[config.mk]
export PLATFORM = sky130hd
export DESIGN_NAME = modulo_varredura_matriz
export DESIGN_NICKNAME = d
export VERILOG_FILES = /design/src/rtl/modulo_varredura_matriz.sv
export SDC_FILE = /design/constraint.sdc
export NUM_CORES = 1
export LEC_CHECK = 0
export BUFFER_PORTS_ARGS = -buffer_cell sky130_fd_sc_hd__buf_2
export CAP_MARGIN = 5
export CORE_UTILIZATION = 35
export CTS_CLUSTER_SIZE = 20
export DETAILED_ROUTE_END_ITERATION = 16
export PLACE_DENSITY = 0.61
export SLEW_MARGIN = 20
export SYNTH_ARGS = -nofsm -noshare
export SYNTH_HDL_FRONTEND = slang
export SYNTH_SLANG_ARGS = --single-unit
[constraint.sdc]
create_clock -name clk -period 4.3 [get_ports clk]
set_input_delay 0.43 -clock clk [delete_from_list [all_inputs] [get_ports clk]]
set_output_delay 0.43 -clock clk [all_outputs]
set_load 0.01 [all_outputs]
[src/rtl/modulo_varredura_matriz.sv]
// Row-scan driver for a 5x7 LED matrix: latches the character select once per
// frame, addresses the preset bank row by row and drives active-low rows with blanking.
module modulo_varredura_matriz #(
    parameter int DIV   = 4,
    parameter int BLANK = 1,
    parameter int NLIN  = 7
) (
    input  logic            clk,
    input  logic            reset_n,
    input  logic            en,
    input  logic [1:0]      HH,
    output logic [1:0]      hh_lat,
    output logic [2:0]      linha_idx,
    input  logic [4:0]      cl_in,
    output logic [NLIN-1:0] linhas,
    output logic [4:0]      colunas,
    output logic            fim_quadro
);

    localparam int CMAX = (DIV > BLANK) ? DIV : BLANK;
    localparam int CW   = (CMAX > 1) ? $clog2(CMAX) : 1;

    localparam logic [CW-1:0]   DIV_FIM   = CW'(DIV - 1);
    localparam logic [CW-1:0]   BLANK_FIM = CW'(BLANK - 1);
    localparam logic [2:0]      ULTIMA    = 3'(NLIN - 1);
    localparam logic [NLIN-1:0] TODAS_OFF = '1;

    typedef enum logic [1:0] {
        OCIOSO,
        ENDERECA,
        EXIBE,
        APAGA
    } estado_t;

    estado_t        estado;
    logic [CW-1:0]  cnt;

    always_ff @(posedge clk or negedge reset_n) begin
        if (!reset_n) begin
            estado     <= OCIOSO;
            cnt        <= '0;
            hh_lat     <= 2'b00;
            linha_idx  <= 3'd0;
            linhas     <= TODAS_OFF;
            colunas    <= 5'd0;
            fim_quadro <= 1'b0;
        end else begin
            fim_quadro <= 1'b0;
            case (estado)
                OCIOSO: begin
                    linhas  <= TODAS_OFF;
                    colunas <= 5'd0;
                    cnt     <= '0;
                    if (en) begin
                        estado    <= ENDERECA;
                        linha_idx <= 3'd0;
                        hh_lat    <= HH;
                    end
                end

                // cl_in has had a full cycle to settle on (hh_lat, linha_idx)
                ENDERECA: begin
                    colunas <= cl_in;
                    linhas  <= ~(NLIN'(1) << linha_idx);
                    cnt     <= '0;
                    estado  <= EXIBE;
                end

                EXIBE: begin
                    if (cnt == DIV_FIM) begin
                        linhas  <= TODAS_OFF;
                        colunas <= 5'd0;
                        cnt     <= '0;
                        estado  <= APAGA;
                    end else begin
                        cnt <= cnt + 1'b1;
                    end
                end

                APAGA: begin
                    if (cnt == BLANK_FIM) begin
                        cnt <= '0;
                        if (linha_idx < ULTIMA) begin
                            linha_idx <= linha_idx + 3'd1;
                            estado    <= ENDERECA;
                        end else begin
                            // Frame boundary: the only point besides OCIOSO where en and HH matter
                            fim_quadro <= 1'b1;
                            linha_idx  <= 3'd0;
                            if (en) begin
                                hh_lat <= HH;
                                estado <= ENDERECA;
                            end else begin
                                estado <= OCIOSO;
                            end
                        end
                    end else begin
                        cnt <= cnt + 1'b1;
                    end
                end

                default: begin
                    estado  <= OCIOSO;
                    linhas  <= TODAS_OFF;
                    colunas <= 5'd0;
                    cnt     <= '0;
                end
            endcase
        end
    end

endmodule

==> results of run 1 <==
## stage by stage
stage          instances  power [W]  hold WS [ns]
3_3_place_gp         178  0.0007463        0.4143
5_1_grt              182   0.001005       0.08199
6_report             182  0.0009137       0.05674
2_1_floorplan        109  0.0006618        0.1344
3_5_place_dp         178  0.0007643        0.4263
4_1_cts              182  0.0009242       0.07750
## registers in the layout, summed over array words and instances (netlist names)
register / flops
colunas: 5
linha_idx: 3
cnt: 2
fim_quadro: 1
linhas: 7
hh_lat: 2
estado: 2
## layer usage
metal	GRT usage (%)	part of all wire (%)
met2	24.65	46
met3	2.559	5.2
met1	16.62	48
met4	5.195	1.2
met5	0	0
## worst register-to-register path, cell delays in order (launching register included)
cell and delay (ns):
dfrtp_1 0.43, inv_1 0.12, ha_1 0.23, and2b_1 0.26, or4_1 0.56, a22oi_1 0.20
## worst max path at each step
stage	to	slack [ns]	depth (start not counted)
final	estado[0]	2.43	5
after global routing	estado[0]	2.26	5
after CTS	estado[0]	2.44	5
after detailed placement	estado[0]	2.48	5
after global placement	estado[0]	2.56	5
after floorplan	estado[0]	2.59	6
## power by group
part           total (W)  internal, W  leakage (nW)  switching [W]
Combinational   0.000431     0.000192         0.353       0.000239
Sequential      0.000323     0.000275         0.269      0.0000478
Clock           0.000160    0.0000942        0.0279      0.0000655
Total           0.000914     0.000561         0.650       0.000352
## layout make-up
type / count / area (sq um) / area share, %
tap: 46 / 57.56 / 4.046
multi-input combinational: 75 / 588.1 / 41.34
clock inverter: 1 / 30.03 / 2.111
timing repair buffer: 27 / 135.1 / 9.499
inverter: 8 / 30.03 / 2.111
clock buffer: 3 / 22.52 / 1.583
sequential: 22 / 559.3 / 39.31
## cell usage in the layout (no fill, tap or decap)
cell type,instances
nor2b_1,2
dfstp_2,7
inv_1,8
mux2_2,10
nor2_1,4
nand2_1,10
or2_2,1
and2b_1,1
a22oi_1,2
mux2i_1,1
o221a_2,1
buf_2,27
nor3b_2,1
nand3_1,3
nor2b_4,1
o31ai_1,1
or4_1,1
o21ai_0,14
clkbuf_4,3
nor2_2,1
nor4_1,1
nor3_1,2
dfrtp_1,15
a21bo_2,1
bufinv_16,1
ha_1,14
o41ai_1,3
## cells by family after synthesis
logic type,after synthesis
AND/OR/NAND/NOR,28
AO/OA/AOI/OAI,22
flip-flops,22
adder cells (fa/ha/maj),14
buffers and inverters,12
multiplexers,11
==> impl_metrics.tcl, run 1 <==
set metrics [dict create \
    gp_congestion 0.7670 \
    drv_slew 0 \
    die_x_microns 60.92 \
    diodes 0 \
    drt_wl_total_microns 2179 \
    worst_path_max_delay_cell "or4_1" \
    hold_violations 0 \
    relSlewSlack_pct 67.09 \
    ios 28 \
    ys_warn_count 0 \
    synth_adder_area_share_pct 14.42 \
    worst_pin_slew_ns 0.4937 \
    synth.top_cells.by_count "15 x dfrtp_1, 14 x ha_1, 14 x o21ai_0" \
    drt_iter0_markers 27 \
    clk_pin_slew_worst_paths_ns 0.13 \
    crit_fanout 10 \
    syn_area_sq_um 1215 \
    cts_tree "built" \
    synth_most_common_cell "dfrtp_1" \
    fin_crit_ns 1.868 \
    numClockSinks 22 \
    synth_top_cell_by_area "dfrtp_1" \
    synthTopCellsByArea "dfrtp_1 31%, dfstp_2 15%, ha_1 14%" \
    stdcell_area_sq_um 1423 \
    vias_per_cell 4.813 \
    initial_utilization_pct 36.41 \
    async_flop_share_pct 100.0 \
    grt_pass1_wl_microns 3774 \
    slowest_delay_ns 0.56 \
    chipHeight_microns 60.92 \
    wl_per_cell_microns 11.97 \
    maxCapViolations 0 \
    tns_ns 0 \
    nNetsFinal 161 \
    hold_path.class "primary input to async pin" \
    critPathLaunchType "register" \
    drive_gt1_share_pct 39.71 \
    design.die.area_sq_um 3711 \
    postCtsHoldBufs 0 \
    synth-xor-area-share_pct 0 \
    path_buf_inv 1 \
    synth_top_area_share_pct 30.90 \
    clockRootBuffer "clkbuf_4" \
    ys_ff_latch 22 \
    synth_nets 133 \
    yosys.area_share.simple_pct 12.36 \
    dp_slack_ns 2.480 \
    rsz0062_at_grt "no" \
    clockBufferDepth 2 \
    p_per_area_nw_per_um2 642.3 \
    arrival_ns 2.11 \
    port_buffers 27 \
    max_freq_ghz 0.5353 \
    synth.distinct_cells 26 \
    setup_slack_ns 2.432 \
    finalClockSkew_ns 0.006264 \
    crit_path_end_kind "register" \
    cts_buffers 3 \
    crit_start "estado[0]" \
    post_cts_buffers 0 \
    drt_pass1_iterations 4 \
    rr_worst_depth 5 \
    synth_seq_area_share_pct 46.04 \
    antenna_found_initial 0 \
    cp_cell_sequence "inv_1, ha_1, and2b_1, or4_1, a22oi_1" \
    cts_resized 0 \
    critPathTopFamily "simple AND/OR/NAND/NOR gates" \
    ys.flop_type "dfrtp_1" \
    avgSynthCellArea_sq_um 11.15 \
    setup_violations 0 \
    syn-instance-count 109 \
    synth-edff-count 0 \
    track_usage_pct 13.87 \
    drc_errors 0 \
    r2r_end "estado[0]" \
    outcome "complete, no violations" \
    r2r_start "estado[0]" \
    leakagePower_nw 0.6501 \
    via_count 876 \
    placed_area_sq_um 1370 \
    num_rows 21 \
    hpwl_microns 1701 \
    grt-ovfl-total 0 \
    rrSetupSlack_ns 2.43 \
    synth_compound_area_share_pct 11.53 \
    grt_max_degree 23 \
    coreArea_sq_um 3337 \
    utilization_pct 42.63 \
    syn2layout_area_growth_pct 17.10 \
    drtAntennaViolNets 0 \
    grt_pass1_vias 890 \
    synth.area.mux_share_pct 10.09 \
    fin_crit_sh_pct 43.45 \
    fill_cells 349 \
    worst-setup-path-type "register to register" \
    critPathRequiredTime_ns 4.54 \
    vdd_drop_max_mv 0.2685 \
    synth_top_family_by_area "adder cells" \
    cts_htree_levels 1 \
    clk_latency_ns 0.31 \
]
(Power assumes the default switching activity.)
==> run 2: changes to the inputs <==
- ABC_AREA: not set -> 1
- PLACE_DENSITY: 0.61 -> 0.63
- clock period: 4.3 -> 1.6 ns (I/O delays scaled with it)
==> run 2 against run 1 <==
Count of clock-buffer cells in the layout rose by 1. Sequential power rose to 2.8 times the previous value. Die area down 0.39%. First-iteration DRC count increased by 33%. Highest routed layer unchanged. Worst hold slack improved by 0.020 ns.
==> impl_metrics.tcl, run 2 <==
set metrics [dict create \
    vdd_drop_max_mv 0.6371 \
    drive_gt1_share_pct 28.49 \
    drt_pass1_iterations 4 \
    synth_top_cell_by_area "dfrtp_1" \
    hold_path_depth 3 \
    power.total_w 0.002495 \
    port_buffers 27 \
    regArea_sq_um 560.5 \
    chipHeight_microns 60.80 \
    stdcell_count 216 \
    dp.cells 210 \
    grt-ovfl-total 0 \
    critPathRequiredTime_ns 1.83 \
    worst-setup-path-type "register to register" \
    p_per_area_nw_per_um2 1708 \
    maxCapViolations 0 \
    syn-instance-count 139 \
    met3_usage_pct 2.772 \
    hold_ws_ns 0.07636 \
    rr_worst_depth 7 \
    antenna_found_initial 0 \
    top_register "linhas" \
    drt_wl_total_microns 2255 \
    via_count 958 \
    cp_cell_sequence "inv_1, ha_1, inv_1, nor2_4, nor2_4, buf_12, a21oi_1" \
    drtAntennaViolNets 0 \
    final_cell_mix "35 x nand2_1, 27 x buf_2, 15 x nor2_1" \
    synth.top_cells.by_count "35 x nand2_1, 15 x dfrtp_1, 15 x nor2_1" \
    met2_usage_pct 24.49 \
    synth-edff-count 0 \
    syn2layout_area_growth_pct 20.68 \
    die_x_microns 60.80 \
    async_flop_share_pct 100.0 \
    synth_top_area_share_pct 31.02 \
    synth_nets 163 \
    r2r_start "estado[0]" \
    hold_violations 0 \
    grt_max_degree 23 \
    fin_crit_sh_pct 90.64 \
    leakagePower_nw 0.7526 \
    track_usage_pct 14.15 \
    finalClockSkew_ns 0.003834 \
    relSlewSlack_pct 68.38 \
    synth.distinct_cells 20 \
    num_rows 20 \
    grt.busiest_layer "met2" \
    gp_congestion 0.8524 \
    crit_path_end_kind "register" \
    clockRootBuffer "clkbuf_4" \
    hpwl_microns 1761 \
    cts_buffers 3 \
    rsz0062_at_grt "no" \
    critPathLaunchType "register" \
    slowest_delay_ns 0.46 \
    grt_pass1_vias 883 \
    vias_per_cell 4.435 \
    design.die.area_sq_um 3696 \
    synth_most_common_cell "nand2_1" \
    cts_tree "built" \
    top_regs "linhas x7, colunas x5, linha_idx x3" \
    met1_usage_pct 17.20 \
    dp_slack_ns 0.09619 \
    avgSynthCellArea_sq_um 8.704 \
    outcome "complete, no violations" \
    ys_ff_latch 22 \
    worst_pin_slew_ns 0.4743 \
    numClockSinks 22 \
    crit_fanout 16 \
    largest_reg_flops 7 \
    setup_violations 0 \
    drc_errors 0 \
    grt_pass1_wl_microns 3808 \
    nNetsFinal 197 \
    tns_ns 0 \
    fill_cells 332 \
    r2r_end "linhas[6]" \
    fin_crit_ns 1.450 \
    diodes 0 \
    ios 28 \
    synthTopCellsByArea "dfrtp_1 31%, dfstp_2 15%, ha_1 14%" \
    arrival_ns 1.68 \
    drv_slew 0 \
    max_freq_ghz 0.6895 \
    coreArea_sq_um 3153 \
    holdPathEnd "colunas[2]" \
    ys_warn_count 0 \
    syn_area_sq_um 1210 \
    clockBufferDepth 2 \
    multi_input_area_sq_um 571.8 \
    hold_start "cl_in[2]" \
    synth_seq_area_share_pct 46.23 \
    hold_path.class "primary input to register" \
    crit_start "estado[0]" \
    rrSetupSlack_ns 0.15 \
    setup_slack_ns 0.1497 \
    wl_per_cell_microns 10.44 \
    worst_path_max_delay_cell "dfrtp_2" \
    initial_utilization_pct 38.37 \
    clk_latency_ns 0.30 \
    final_common_cell "nand2_1" \
    ys.flop_type "dfrtp_1" \
    drt_iter0_markers 36 \
    clk_pin_slew_worst_paths_ns 0.12 \
    cts_htree_levels 1 \
]
## run 2: timing repair
item	in CTS	in global routing
setup buffers	0	1
hold buffers	1	0
gates resized for setup	0	1
hold endpoints to repair	15	0
endpoints found under the setup margin	0	11
## run 2: per-stage QoR
step	utilization (%)	area, sq um
2_1_floorplan	-	1210
3_3_place_gp	44.17	1393
3_5_place_dp	44.17	1393
4_1_cts	45.63	1439
5_1_grt	46.31	1460
6_report	46.31	1460
## run 2: worst max-delay path by stage
stage,endpoint,slack [ns],cells after the start
global route,linhas[6],0.04,7
finish,linhas[6],0.15,7
global placement,linhas[2],0.18,7
floorplan,estado[0],0.28,8
CTS,linhas[6],0.07,7
detailed placement,linhas[6],0.1,7
## run 2: layout make-up
type	instances	share of cell area (%)
Multi-Input combinational cell	100	39.16
Timing Repair Buffer	31	12.34
Clock buffer	4	2.485
Sequential cell	22	38.39
Inverter	15	3.856
Tap cell	44	3.770
## run 2: critical path: cells and delay by family (launching register included)
family | cells | cell delay (ns)
AOI/OAI and AO/OA | 1 | 0.16
adders and majority gates | 1 | 0.17
buffers and inverters | 3 | 0.32
DFF | 1 | 0.46
and+or+nand+nor | 2 | 0.27
## run 2: logic make-up after synthesis
group | synth area share (%)
AND/OR/NAND/NOR | 24.20
flip-flops | 46.23
AO/OA/AOI/OAI | 8.582
buffers and inverters | 6.515
adder cells (fa/ha/maj) | 14.48
## run 2: power by group
part           total (W)  switching, W  internal (W)
Clock           0.000307      0.000168      0.000139
Sequential      0.000897      0.000136      0.000761
Combinational    0.00129      0.000781      0.000509
## run 2: layer usage
layer  wire length (microns)  up-vias  share of wire (%)
li1                        -      505                  -
met1                    1053      433                 47
met2                    1084       18                 48
met3                     102        2                4.5
met4                      14        0               0.62
met5                       0        -                  0
